===== src/rtl/pmp_trap_pkg.sv =====
// Shared types and constants for the PMP access-fault trap unit.
// Holds the trap FSM states, the RISC-V mcause codes and the STORE opcode.
package pmp_trap_pkg;

  typedef enum logic [1:0] {
    ST_IDLE    = 2'd0,
    ST_TRAP    = 2'd1,
    ST_HOLDOFF = 2'd2
  } trap_state_e;

  localparam logic [3:0] CAUSE_INSTR_ACCESS = 4'd1;
  localparam logic [3:0] CAUSE_LOAD_ACCESS  = 4'd5;
  localparam logic [3:0] CAUSE_STORE_ACCESS = 4'd7;

  localparam logic [6:0] OPC_STORE = 7'b0100011;

  // An instruction fault takes priority over a data fault.
  function automatic logic [3:0] fault_cause(input logic instr_fault,
                                             input logic [6:0] opcode);
    if (instr_fault)
      return CAUSE_INSTR_ACCESS;
    else if (opcode == OPC_STORE)
      return CAUSE_STORE_ACCESS;
    else
      return CAUSE_LOAD_ACCESS;
  endfunction

endpackage


===== src/rtl/pmp_sat_counter.sv =====
// Saturating up-counter with synchronous clear.
// A clear coinciding with an increment leaves the count at one.
module pmp_sat_counter #(
  parameter int unsigned WIDTH = 8
) (
  input  logic             clk,
  input  logic             rst_n,
  input  logic             inc,
  input  logic             clr,
  output logic [WIDTH-1:0] count
);

  logic [WIDTH-1:0] count_q;

  always_ff @(posedge clk or negedge rst_n) begin
    if (!rst_n) begin
      count_q <= '0;
    end else if (clr) begin
      count_q <= inc ? WIDTH'(1) : '0;
    end else if (inc && (count_q != '1)) begin
      count_q <= count_q + WIDTH'(1);
    end
  end

  assign count = count_q;

endmodule


===== src/rtl/pmp_trap_unit.sv =====
// PMP access-fault trap unit: captures the first fault into trap CSR-style fields,
// holds the pipeline until acknowledged, and logs total and missed faults.
module pmp_trap_unit
  import pmp_trap_pkg::*;
#(
  parameter int unsigned COUNT_W = 8
) (
  input  logic               Clock,
  input  logic               Reset_n,
  input  logic               Instr_Fault,
  input  logic               Data_Fault,
  input  logic [7:0]         Fault_PC,
  input  logic [31:0]        Fault_Addr,
  input  logic [6:0]         Fault_Opcode,
  input  logic               Trap_Ack,
  input  logic               Log_Clear,
  output logic               Trap_Req,
  output logic [3:0]         Trap_Cause,
  output logic [7:0]         Trap_PC,
  output logic [31:0]        Trap_Tval,
  output logic               Stall,
  output logic [COUNT_W-1:0] Violation_Count,
  output logic               Missed
);

  trap_state_e state_q, state_d;
  logic        fault;
  logic        capture;
  logic        missed_set;
  logic [3:0]  cause_d;
  logic [31:0] tval_d;

  logic        trap_req_q;
  logic        stall_q;
  logic        missed_q;
  logic [3:0]  cause_q;
  logic [7:0]  pc_q;
  logic [31:0] tval_q;

  assign fault = Instr_Fault | Data_Fault;

  always_comb begin
    state_d    = state_q;
    capture    = 1'b0;
    missed_set = 1'b0;
    case (state_q)
      ST_IDLE, ST_HOLDOFF: begin
        if (fault) begin
          capture = 1'b1;
          state_d = ST_TRAP;
        end else begin
          state_d = ST_IDLE;
        end
      end
      ST_TRAP: begin
        // Faults here cannot be captured; ack still releases the trap.
        missed_set = fault;
        if (Trap_Ack) state_d = ST_HOLDOFF;
      end
      default: state_d = ST_IDLE;
    endcase
  end

  always_comb begin
    cause_d = fault_cause(Instr_Fault, Fault_Opcode);
    tval_d  = Instr_Fault ? {24'b0, Fault_PC} : Fault_Addr;
  end

  always_ff @(posedge Clock or negedge Reset_n) begin
    if (!Reset_n) begin
      state_q    <= ST_IDLE;
      trap_req_q <= 1'b0;
      stall_q    <= 1'b0;
    end else begin
      state_q    <= state_d;
      trap_req_q <= (state_d == ST_TRAP);
      stall_q    <= (state_d != ST_IDLE);
    end
  end

  always_ff @(posedge Clock or negedge Reset_n) begin
    if (!Reset_n) begin
      cause_q <= '0;
      pc_q    <= '0;
      tval_q  <= '0;
    end else if (capture) begin
      cause_q <= cause_d;
      pc_q    <= Fault_PC;
      tval_q  <= tval_d;
    end
  end

  // Clear and set in the same cycle leaves Missed set.
  always_ff @(posedge Clock or negedge Reset_n) begin
    if (!Reset_n) begin
      missed_q <= 1'b0;
    end else begin
      missed_q <= (missed_q & ~Log_Clear) | missed_set;
    end
  end

  pmp_sat_counter #(
    .WIDTH(COUNT_W)
  ) u_viol_cnt (
    .clk   (Clock),
    .rst_n (Reset_n),
    .inc   (fault),
    .clr   (Log_Clear),
    .count (Violation_Count)
  );

  assign Trap_Req   = trap_req_q;
  assign Stall      = stall_q;
  assign Missed     = missed_q;
  assign Trap_Cause = cause_q;
  assign Trap_PC    = pc_q;
  assign Trap_Tval  = tval_q;

endmodule

===== config.mk =====
export PLATFORM = sky130hd
export DESIGN_NAME = pmp_trap_unit
export DESIGN_NICKNAME = d
export VERILOG_FILES = /design/src/rtl/pmp_trap_pkg.sv /design/src/rtl/pmp_sat_counter.sv /design/src/rtl/pmp_trap_unit.sv
export SDC_FILE = /design/constraint.sdc
export NUM_CORES = 1
export LEC_CHECK = 0
export BUFFER_PORTS_ARGS = -buffer_cell sky130_fd_sc_hd__buf_4
export CAP_MARGIN = 30
export CORE_MARGIN = 5
export CORE_UTILIZATION = 42
export DETAILED_ROUTE_END_ITERATION = 16
export GPL_ROUTABILITY_DRIVEN = 0
export PLACE_DENSITY = 0.75
export SETUP_SLACK_MARGIN = 0.02
export SYNTH_ARGS = -nofsm -noshare
export SYNTH_HDL_FRONTEND = slang
export SYNTH_SLANG_ARGS = --single-unit

===== constraint.sdc =====
create_clock -name Clock -period 1.7 [get_ports Clock]
set_input_delay 0.255 -clock Clock [delete_from_list [all_inputs] [get_ports Clock]]
set_output_delay 0.255 -clock Clock [all_outputs]
set_load 0.005 [all_outputs]

Word level (Yosys, flattened, before mapping)
Index checks and enable logic that the tools add are counted.

word-level totals
  bits in registers = 57
  word-level logic and storage cells = 35

cells by class
  add/sub/neg operators = 1
  equality and inequality tests = 5
  multiplexer cells = 12
  bitwise operators = 4
  reduce and logical (&&, ||, !) cells = 5

operators with widths
  operator             number
  $mux 32              1
  $mux 8               2
  $add 8x1->8 const B  1
  $ne 8x8->1 const B   1
  $eq 7x6->1 const B   1
  $mux 1               5
  $eq 2x1->1 const B   2
  $mux 2               2
  $pmux 2 s2           1
  $reduce_bool 2->1    2
  $mux 3               1
  $eq 2x2->1 const B   1
  $logic_not 2->1      1
  $or 1x1->1           2
  $reduce_or 2->1      1
  $and 1x1->1          1
  $logic_and 1x1->1    1
  $not 1->1            1

Logic depth before layout (Yosys ltp)
Gate-level depths: netlist of the first run.

  word-level depth = 4
  depth in mapped cells = 5

Hierarchy
A second synthesis of the first run with hierarchy kept.

unflattened totals
  cell total of the unflattened synthesis = 233
  area total of the unflattened synthesis = 2476.1 sq um

by module, submodules not included
  module           instances  cells each  area each (sq um)  sequential area each (sq um)
  pmp_trap_unit    1          186         2003.2             1201.2
  pmp_sat_counter  1          47          473.0              200.2

Worst setup path before layout of the first run
No wires, ideal clock.

  path kind = register to register
  start = register u_viol_cnt.count_q[0], in the netlist u_viol_cnt.count[0]
  end = register u_viol_cnt.count_q[5], in the netlist u_viol_cnt.count[5]
  arrival time = 1.489 ns
  data required time = 1.572 ns
  setup slack = 0.084 ns
  cell stages (with the launch flop) = 6
  buffers on the path = 1
  cell sequence = dfrtp_1 > ha_1 > and4_1 > buf_2 > a211oi_2 > mux2_1

between the ends
  word-level cells in the longest chain between the ends = 3

ends and longest elaborated chain
  what                                                line                                          RTL
  start, declared                                     pmp_sat_counter.sv:13                         logic [WIDTH-1:0] count_q;
  start signal, assigned                              pmp_sat_counter.sv:19                         count_q <= inc ? WIDTH'(1) : '0;
  start signal, assigned                              pmp_sat_counter.sv:21                         count_q <= count_q + WIDTH'(1);
  $add 8x1->8 / $ne 8x8->1 (equally long branches)    pmp_sat_counter.sv:21, pmp_sat_counter.sv:20
  $mux 8 / $logic_and 1x1->1 (equally long branches)  pmp_sat_counter.sv:20                         end else if (inc && (count_q != '1)) begin
  $mux 8 / $reduce_bool 2->1 (equally long branches)  --

Parallel ways exist; a longest one is shown, timed or not. The select of a mux whose other input is x is not followed.
A chain may end at the register's enable or synchronous reset.

Final worst setup path of the first run
Same ends and word-level chain as after synthesis.

==> results of run 1 <==
synth_stat cells:
| cell type | n | share of area [%] |
|---|---|---|
| a211oi_1 | 1 | 0.31 |
| a211oi_2 | 1 | 0.51 |
| a21oi_1 | 7 | 1.4 |
| a31oi_1 | 1 | 0.26 |
| a41oi_1 | 1 | 0.36 |
| and3_1 | 1 | 0.26 |
| and4_1 | 1 | 0.36 |
| buf_2 | 5 | 1.0 |
| buf_4 | 4 | 1.2 |
| clkbuf_1 | 7 | 1.1 |
| conb_1 | 1 | 0.15 |
| dfrtp_1 | 56 | 57 |
| ha_1 | 1 | 0.51 |
| inv_1 | 2 | 0.31 |
| mux2_1 | 11 | 5.1 |
| mux2i_1 | 9 | 3.7 |
| nand2_1 | 39 | 6.0 |
| nand2b_1 | 26 | 6.6 |
| nand4_1 | 1 | 0.26 |
| nor2_1 | 5 | 0.77 |
| nor2b_1 | 3 | 0.77 |
| nor3_1 | 6 | 1.2 |
| nor4_1 | 1 | 0.26 |
| nor4b_1 | 2 | 0.72 |
| nor4bb_1 | 1 | 0.41 |
| o2111ai_1 | 1 | 0.36 |
| o211ai_1 | 1 | 0.31 |
| o21ai_0 | 24 | 4.9 |
| o21ai_1 | 13 | 2.7 |
| o21bai_2 | 1 | 0.46 |
| o2bb2ai_1 | 1 | 0.36 |
| or2_1 | 1 | 0.26 |
metal layers:
layer / track usage, % / routed length [um] / vias up
met5: 0 / 0 / -
met4: 4.67 / 57 / 0
met3: 4.37 / 459 / 4
met2: 27.5 / 2980 / 71
met1: 19.1 / 2440 / 909
li1: - / - / 997
through the flow:
step / hold WS, ns / std cells / power (mW) / utilization, %
after floorplan: -0.0406 / 235 / 2.76 / -
after CTS: 0.0174 / 409 / 4.77 / 61.5
final: -0.00445 / 409 / 4.69 / 61.6
after global placement: 0.350 / 401 / 3.75 / 59.3
after detailed placement: 0.352 / 401 / 3.83 / 59.3
after global routing: 0.0546 / 409 / 5.03 / 61.6
power by group:
group          switching, mW  internal (mW)  total (mW)
Sequential             0.269           1.82        2.09
Clock                  0.421          0.520       0.941
Combinational          0.729          0.933        1.66
flip-flops by register name, summed over array words and instances (netlist names):
signal / flops
state_q: 2
Trap_PC: 8
u_viol_cnt.count: 8
Missed: 1
Stall: 1
Trap_Req: 1
Trap_Tval: 32
Trap_Cause: 3
critical path, stage by stage, from the launching register on:
cell      delay (ns)
dfrtp_2         0.45
ha_1            0.22
and4_2          0.28
a211oi_2        0.20
mux2_1          0.34
final timing paths:
path                                           from             endpoint  slack, ns  depth (start not counted)
worst max register to register  u_viol_cnt.count[0]  u_viol_cnt.count[5]       0.09                          4
worst min register to register           state_q[1]                Stall       0.45                          1
min in group Clock                      Fault_PC[3]           Trap_PC[3]       0.17                          2
max in group asynchronous                   Reset_n  u_viol_cnt.count[0]       1.21                          1
worst max-delay path            u_viol_cnt.count[0]  u_viol_cnt.count[5]       0.09                          4
worst min-delay path                        Reset_n        Trap_Tval[17]     -0.004                          1
repair_timing:
| item | CTS | global route |
|---|---|---|
| endpoints found under the setup margin | 0 | 1 |
| resized for setup | 0 | 2 |
| hold buffers | 0 | 0 |
layout make-up:
type | instances | area, sq um | share of cell area [%]
Clock buffer | 7 | 96.3 | 2.81
Clock inverter | 1 | 30.0 | 0.875
Inverter | 2 | 7.51 | 0.219
Multi-Input combinational cell | 161 | 968 | 28.2
Sequential cell | 56 | 1400 | 40.9
Tap cell | 72 | 90.1 | 2.62
Timing Repair Buffer | 110 | 838 | 24.4
kinds of logic after synthesis:
family / Yosys count / share of synthesized area, %
AO/OA/AOI/OAI: 52 / 11.9
adder cells (fa/ha/maj): 1 / 0.511
buffers and inverters: 18 / 3.63
flip-flops: 56 / 57.2
multiplexers: 20 / 8.73
other: 1 / 0.153
AND/OR/NAND/NOR: 87 / 17.9
==> impl_metrics.csv, run 1 <==
group,metric,value,unit
timing,min_period,1.61,ns
place,pre_cts_ws,0.119,ns
yosys,synth-seq-cells,56,
grt,grt_usage,15.8,%
worst_setup_path,crit_type,"flip-flop to flip-flop",
cts,clockBufferDepth,2,
worst_setup_path,worstSetupStartpointType,"flip-flop",
worst_setup_path,worst_setup_path_end_kind,"flip-flop",
floorplan,die_w,86.4,um
grt,grt_overflow,0,
cts,cts_tree,"yes",
route,first_pass_iters,4,
cts,cts_buffers,5,
finish,syn_to_final_growth,40.1,%
route,ant_nets,0,
yosys,synthCells,235,
timing,max_freq,620,MHz
route,drc,0,
grt,grt_antenna_before_repair,0,
run,drv_cap,0,
finish,final_common_cell,"buf_4",
cts,cts_root_buf,"clkbuf_8",
cts,clkTransAtPathRegs,0.10,ns
pwr,powerDensity,1370,nW/um^2
finish,design_area,3430,sq um
timing,setup_slack,0.0874,ns
timing,min_period_over_period,94.9,%
run_status,violations,"hold timing",
timing,timing.slew.headroom,53.0,%
timing,slew_viol_final,0,
finish,final_nets,390,
cts,post_cts_buffers,0,
finish,most-common-layout-cells,"109 x buf_4, 55 x dfrtp_1, 39 x nand2_1",
yosys,yosys_warnings,0,
floorplan,core,5570,sq um
yosys,syn_avg_cell_area,10.4,sq um
yosys,yosysUniqueCellTypes,32,
place,postPlaceCellArea,3300,sq um
worst_hold_path,hold_class,"input pin to asynchronous set/reset pin",
floorplan,io_pins,108,
grt,grt_first_pass_wirelength,9460,um
yosys,synth_nets,289,
worst_setup_path,required,1.89,ns
worst_setup_path,arrival,1.80,ns
place,port_buffers,106,
place,hpwl,4380,um
timing,rsz0062_at_grt,"false",
yosys,netlist_area,2450,sq um
route,via_count,1981,
run_status,status,"complete, but fails checks",
timing,worstMarginPinSlew,0.706,ns
timing,finalHoldWorstSlack,-0.00445,ns
finish,diodes,0,
route,finalWirelength,5940,um
pwr,ir_drop,0.889,mV
floorplan,dieHeight,86.4,um
timing,finClkSkew,0.00634,ns
grt,grt_pass1_vias,2025,
timing,setup_viol_count_final,0,
floorplan,dieArea,7460,sq um
cts,insertion_delay,0.30,ns
cts,h-tree-depth,2,
cts,clkSinkCount,56,
timing,setup-tns-final,0,ns
route,viasPerCell,4.84,
worst_setup_path,crit_fanout,6,
route,drtIter0Drc,25,
grt,grt_max_degree,80,
floorplan,start_util,44.0,%
yosys,ys_seq_area_share,57.2,%
finish,drive_above_1_share,36.2,%
timing,final_hold_viol_count,3,
floorplan,fp-row-count,27,
finish,fillers,508,
pwr,p_leak,1.68,nW
route,wl_per_cell,14.5,um
Power figures use the tool's default switching activity.
==> run 2: changes to the inputs <==
--- a/config.mk
+++ b/config.mk
@@ -11,6 +11,7 @@
 export CORE_UTILIZATION = 42
 export DETAILED_ROUTE_END_ITERATION = 16
 export GPL_ROUTABILITY_DRIVEN = 0
+export HOLD_SLACK_MARGIN = 0.1
 export PLACE_DENSITY = 0.75
 export SETUP_SLACK_MARGIN = 0.02
 export SYNTH_ARGS = -nofsm -noshare
==> impl_metrics.csv, run 2 (synthesized netlist as in run 1, its figures left out) <==
group,metric,value,unit
grt,grt_first_pass_wirelength,9490,um
floorplan,die_w,86.4,um
route,wl_per_cell,14.5,um
finish,drive_above_1_share,36.1,%
timing,setup_slack,0.0874,ns
floorplan,fp-row-count,27,
timing,min_period_over_period,94.9,%
worst_hold_path,hold_class,"input pin to flip-flop",
worst_setup_path,required,1.89,ns
cts,cts_root_buf,"clkbuf_8",
timing,finClkSkew,0.00634,ns
floorplan,start_util,44.0,%
finish,multi_input_area,968,sq um
place,port_buffers,106,
route,drc,0,
pwr,switchingPower,1.42,mW
floorplan,dieHeight,86.4,um
worst_setup_path,worst_setup_path_end_kind,"flip-flop",
route,ant_nets,0,
run_status,status,"completed",
run,drv_cap,0,
finish,syn_to_final_growth,40.6,%
timing,worstMarginPinSlew,0.707,ns
worst_setup_path,r2r_cells,4,
timing,setup-tns-final,0,ns
grt,grt_pass1_vias,2030,
grt,grt_use_met3,4.37,%
grt,grt_max_degree,80,
pwr,p_leak,1.68,nW
pwr,p_int,3.27,mW
timing,min_period,1.61,ns
worst_setup_path,cp.buffers_inverters,0,
cts,cts_tree,"yes",
worst_setup_path,crit_family,"flip-flops",
route,first_pass_iters,4,
worst_setup_path,worstSetupStartpointType,"flip-flop",
floorplan,core,5570,sq um
cts,clkSinkCount,56,
finish,seq_area,1400,sq um
pwr,p_clk_share,20.0,%
pwr,ir_drop,0.890,mV
finish,diodes,0,
timing,slew_viol_final,0,
finish,final_common_cell,"buf_4",
cts,post_cts_buffers,0,
worst_setup_path,r2r_start,"u_viol_cnt.count[0]",
place,postPlaceCellArea,3300,sq um
pwr,sw_frac_of_total,30.3,%
place,hpwl,4380,um
timing,final_hold_viol_count,0,
timing,setup_viol_count_final,0,
pwr,powerDensity,1360,nW/um^2
place,pre_cts_ws,0.119,ns
worst_hold_path,min_to,"Trap_PC[3]",
timing,timing.slew.headroom,52.9,%
finish,largest_reg_flops,32,
worst_setup_path,max_stage_delay,0.45,ns
place,place_inst,401,
cts,clockBufferDepth,2,
route,drtIter0Drc,25,
finish,fillers,508,
cts,cts_buffers,5,
grt,met1_usage,19.1,%
finish,layoutNonFillerInstCount,410,
timing,rsz0062_at_grt,"false",
cts,h-tree-depth,2,
finish,most-common-layout-cells,"109 x buf_4, 55 x dfrtp_1, 39 x nand2_1",
cts,clkTransAtPathRegs,0.10,ns
grt,grt_antenna_before_repair,0,
grt,grt_overflow,0,
pwr,power_frac_seq,44.5,%
floorplan,dieArea,7460,sq um
grt,grt_usage,15.9,%
worst_hold_path,hp-start,"Fault_PC[3]",
pwr,p_comb_share,35.5,%
finish,design_area,3440,sq um
worst_setup_path,worstPathCellList,"ha_1, and4_2, a211oi_2, mux2_1",
worst_setup_path,crit_fanout,6,
worst_setup_path,arrival,1.80,ns
worst_hold_path,hold_depth,2,
grt,grt-busiest-layer,"met2",
grt,grt_use_met2,27.6,%
finish,final_nets,391,
worst_setup_path,crit_slowest_cell,"dfrtp_2",
route,viasPerCell,4.84,
timing,max_freq,620,MHz
floorplan,io_pins,108,
worst_setup_path,crit_type,"flip-flop to flip-flop",
worst_setup_path,rrSetupSlack,0.09,ns
route,finalWirelength,5950,um
worst_setup_path,r2r-end,"u_viol_cnt.count[5]",
route,via_count,1983,
cts,insertion_delay,0.30,ns
run 2: cell count changes in the layout (fill, tap and decap cells not counted), sizes merged:
cell	delta
dlygate4sd3	+1
run 2: how the worst max path moves through the flow:
stage                                   start                  end  slack, ns  cells past startpoint
after floorplan           u_viol_cnt.count[0]  u_viol_cnt.count[5]       0.08                      5
after global placement    u_viol_cnt.count[0]  u_viol_cnt.count[5]       0.17                      4
after detailed placement  u_viol_cnt.count[0]  u_viol_cnt.count[5]       0.12                      4
after CTS                 u_viol_cnt.count[0]  u_viol_cnt.count[5]        0.1                      4
after global routing      u_viol_cnt.count[0]  u_viol_cnt.count[5]       0.01                      4
final                     u_viol_cnt.count[0]  u_viol_cnt.count[5]       0.09                      4
run 2: metrics by stage:
| step | utilization (%) | hold slack (ns) | power [mW] |
|---|---|---|---|
| 2_1_floorplan | - | -0.0406 | 2.76 |
| 4_1_cts | 61.7 | 0.158 | 4.77 |
| 3_3_place_gp | 59.3 | 0.350 | 3.75 |
| 6_report | 61.8 | 0.167 | 4.69 |
| 5_1_grt | 61.8 | 0.150 | 5.03 |
| 3_5_place_dp | 59.3 | 0.352 | 3.83 |
run 2: cell type report:
cell class                      count  share of cell area, %
Sequential cell                    56                   40.7
Multi-Input combinational cell    161                   28.1
Inverter                            2                  0.218
Clock buffer                        7                   2.80
Timing Repair Buffer              111                   24.6
Clock inverter                      1                  0.872
Tap cell                           72                   2.62
run 2: power groups by stage:
stage / combinational (mW) / sequential [mW] / clock, mW
final: 1.67 / 2.09 / 0.941
after global routing: 1.85 / 2.16 / 1.02
after CTS: 1.71 / 2.09 / 0.967
after detailed placement: 1.71 / 2.12 / 0
after global placement: 1.66 / 2.09 / 0
after floorplan: 0.623 / 2.13 / 0
run 2: timing repair:
action	in CTS	in global routing
resized for setup	0	2
hold buffers	1	0
setup endpoints to repair	0	1
hold endpoints to repair	56	0
run 2: routing by layer:
metal	wire length, um	part of all wire [%]
met5	0	0
met4	57	0.96
met3	459	7.7
met2	2980	50
met1	2450	41
==> run 3: changes to the inputs <==
--- a/config.mk
+++ b/config.mk
@@ -7,12 +7,14 @@
 export LEC_CHECK = 0
 export BUFFER_PORTS_ARGS = -buffer_cell sky130_fd_sc_hd__buf_4
 export CAP_MARGIN = 30
+export CELL_PAD_IN_SITES_DETAIL_PLACEMENT = 0
+export CELL_PAD_IN_SITES_GLOBAL_PLACEMENT = 1
 export CORE_MARGIN = 5
-export CORE_UTILIZATION = 42
+export CORE_UTILIZATION = 31
 export DETAILED_ROUTE_END_ITERATION = 16
 export GPL_ROUTABILITY_DRIVEN = 0
 export HOLD_SLACK_MARGIN = 0.1
-export PLACE_DENSITY = 0.75
+export PLACE_DENSITY_LB_ADDON = 0.1
 export SETUP_SLACK_MARGIN = 0.02
 export SYNTH_ARGS = -nofsm -noshare
 export SYNTH_HDL_FRONTEND = slang
==> impl_metrics.csv, run 3 (synthesized netlist as in run 1, its figures left out) <==
group,metric,value,unit
grt,grt_max_degree,65,
timing,setup-tns-final,0,ns
worst_setup_path,worst_setup_path_end_kind,"flip-flop",
cts,ctsResizeCount,0,
finish,fillers,762,
place,port_buffers,106,
route,wl_met3,659,um
run_status,status,"completed",
cts,cts_tree,"yes",
timing,min_period_over_period,91.5,%
grt,grt_antenna_before_repair,0,
timing,finClkSkew,0.00709,ns
route,ant_nets,0,
timing,setup_viol_count_final,0,
timing,max_freq,643,MHz
floorplan,fp-row-count,32,
worst_setup_path,max_stage_delay,0.42,ns
finish,largest_reg_flops,32,
timing,finalHoldWorstSlack,0.155,ns
timing,slew_viol_final,0,
pwr,sw_frac_of_total,31.3,%
cts,post_cts_buffers,0,
worst_setup_path,arrival,1.74,ns
pwr,ir_drop,0.413,mV
finish,syn_to_final_growth,42.1,%
floorplan,dieHeight,98.9,um
worst_setup_path,crit_type,"flip-flop to flip-flop",
cts,clkTransAtPathRegs,0.10,ns
place,hpwl,4500,um
worst_setup_path,worstPathCellList,"ha_1, and4_1, a211oi_2, mux2_1",
worst_setup_path,crit_fanout,5,
route,wl_met1,2610,um
pwr,p_comb_share,37.3,%
route,wl_per_cell,13.9,um
pwr,switchingPower,1.41,mW
floorplan,dieArea,9780,sq um
finish,final_nets,394,
worst_setup_path,crit_slowest_cell,"dfrtp_1",
route,drc,0,
cts,h-tree-depth,2,
pwr,finalPower,4.51,mW
worst_hold_path,hold_class,"input pin to flip-flop",
finish,most-common-layout-cells,"111 x buf_4, 56 x dfrtp_1, 39 x nand2_1",
route,finalWirelength,6160,um
finish,drive_above_1_share,35.8,%
cts,cts_buffers,5,
finish,diodes,0,
finish,final_common_cell,"buf_4",
timing,rsz0062_at_grt,"false",
floorplan,io_pins,108,
grt,grt_first_pass_wirelength,10000,um
pwr,p_int,3.10,mW
worst_setup_path,required,1.89,ns
pwr,powerDensity,1300,nW/um^2
floorplan,die_w,98.9,um
cts,cts_root_buf,"clkbuf_8",
place,postPlaceCellArea,3380,sq um
pwr,p_clk_share,16.8,%
route,dr_wl_met2,2840,um
timing,final_hold_viol_count,0,
timing,min_period,1.56,ns
finish,design_area,3480,sq um
grt,grt_pass1_vias,1989,
worst_setup_path,worstSetupStartpointType,"flip-flop",
pwr,power_frac_seq,45.9,%
route,maxUsedRoutingLayer,"met4",
finish,final_util,45.0,%
grt,grt_overflow,0,
route,first_pass_iters,4,
route,drtIter0Drc,20,
floorplan,start_util,31.7,%
route,via_count,1996,
route,viasPerCell,4.51,
floorplan,core,7730,sq um
cts,clockBufferDepth,2,
run,drv_cap,0,
pwr,p_leak,1.68,nW
cts,insertion_delay,0.30,ns
cts,clkSinkCount,56,
grt,grt_usage,12.6,%
## run 3: metrics by stage
stage,cells,setup slack (ns)
final,443,0.144
after global routing,443,0.0633
after CTS,443,0.124
after detailed placement,434,0.143
after global placement,434,0.195
after floorplan,235,0.0838
## run 3: cell type report
cell class | count | area, sq um | area share [%]
clock inverters | 1 | 7.51 | 0.216
well taps | 102 | 128 | 3.67
clock buffers | 7 | 86.3 | 2.48
inverters | 2 | 7.51 | 0.216
flip-flops and latches | 56 | 1400 | 40.3
multi-input cells | 161 | 967 | 27.8
repair buffers | 114 | 883 | 25.4
## run 3: worst paths after layout
kind                                          start             endpoint  slack (ns)  cells past startpoint
min in group asynchronous                   Reset_n  u_viol_cnt.count[3]        0.39                      2
worst max-delay path            u_viol_cnt.count[1]  u_viol_cnt.count[5]        0.14                      4
worst max register to register  u_viol_cnt.count[1]  u_viol_cnt.count[5]        0.14                      4
worst min-delay path                       Trap_Ack             Trap_Req        0.15                      2
max in group asynchronous                   Reset_n         Trap_Tval[0]        0.83                      3
worst min register to register           state_q[1]                Stall        0.45                      1
## run 3: repair_timing
item	in CTS	in global routing
hold endpoints to repair	23	0
setup endpoints to repair	0	0
hold buffers	1	0
## run 3: worst max-delay path, delay by kind of cell (launching register included)
kind / cells / cell delay (ns)
simple gates: 1 / 0.24
compound gates: 1 / 0.19
flops: 1 / 0.42
fa+ha+maj: 1 / 0.25
mux: 1 / 0.34
## run 3: routing by layer
| layer | global-route usage (%) | up-vias |
|---|---|---|
| li1 | - | 996 |
| met4 | 2.84 | 0 |
| met1 | 16.7 | 922 |
| met2 | 19.3 | 72 |
| met3 | 5.31 | 6 |
| met5 | 0 | - |
## run 3: power groups by stage
stage | sequential [mW] | clock, mW | combinational (mW)
global placement | 2.10 | 0 | 1.72
detailed placement | 2.11 | 0 | 1.74
CTS | 2.08 | 0.804 | 1.74
finish | 2.07 | 0.758 | 1.68
global route | 2.14 | 0.845 | 1.89
floorplan | 2.13 | 0 | 0.623
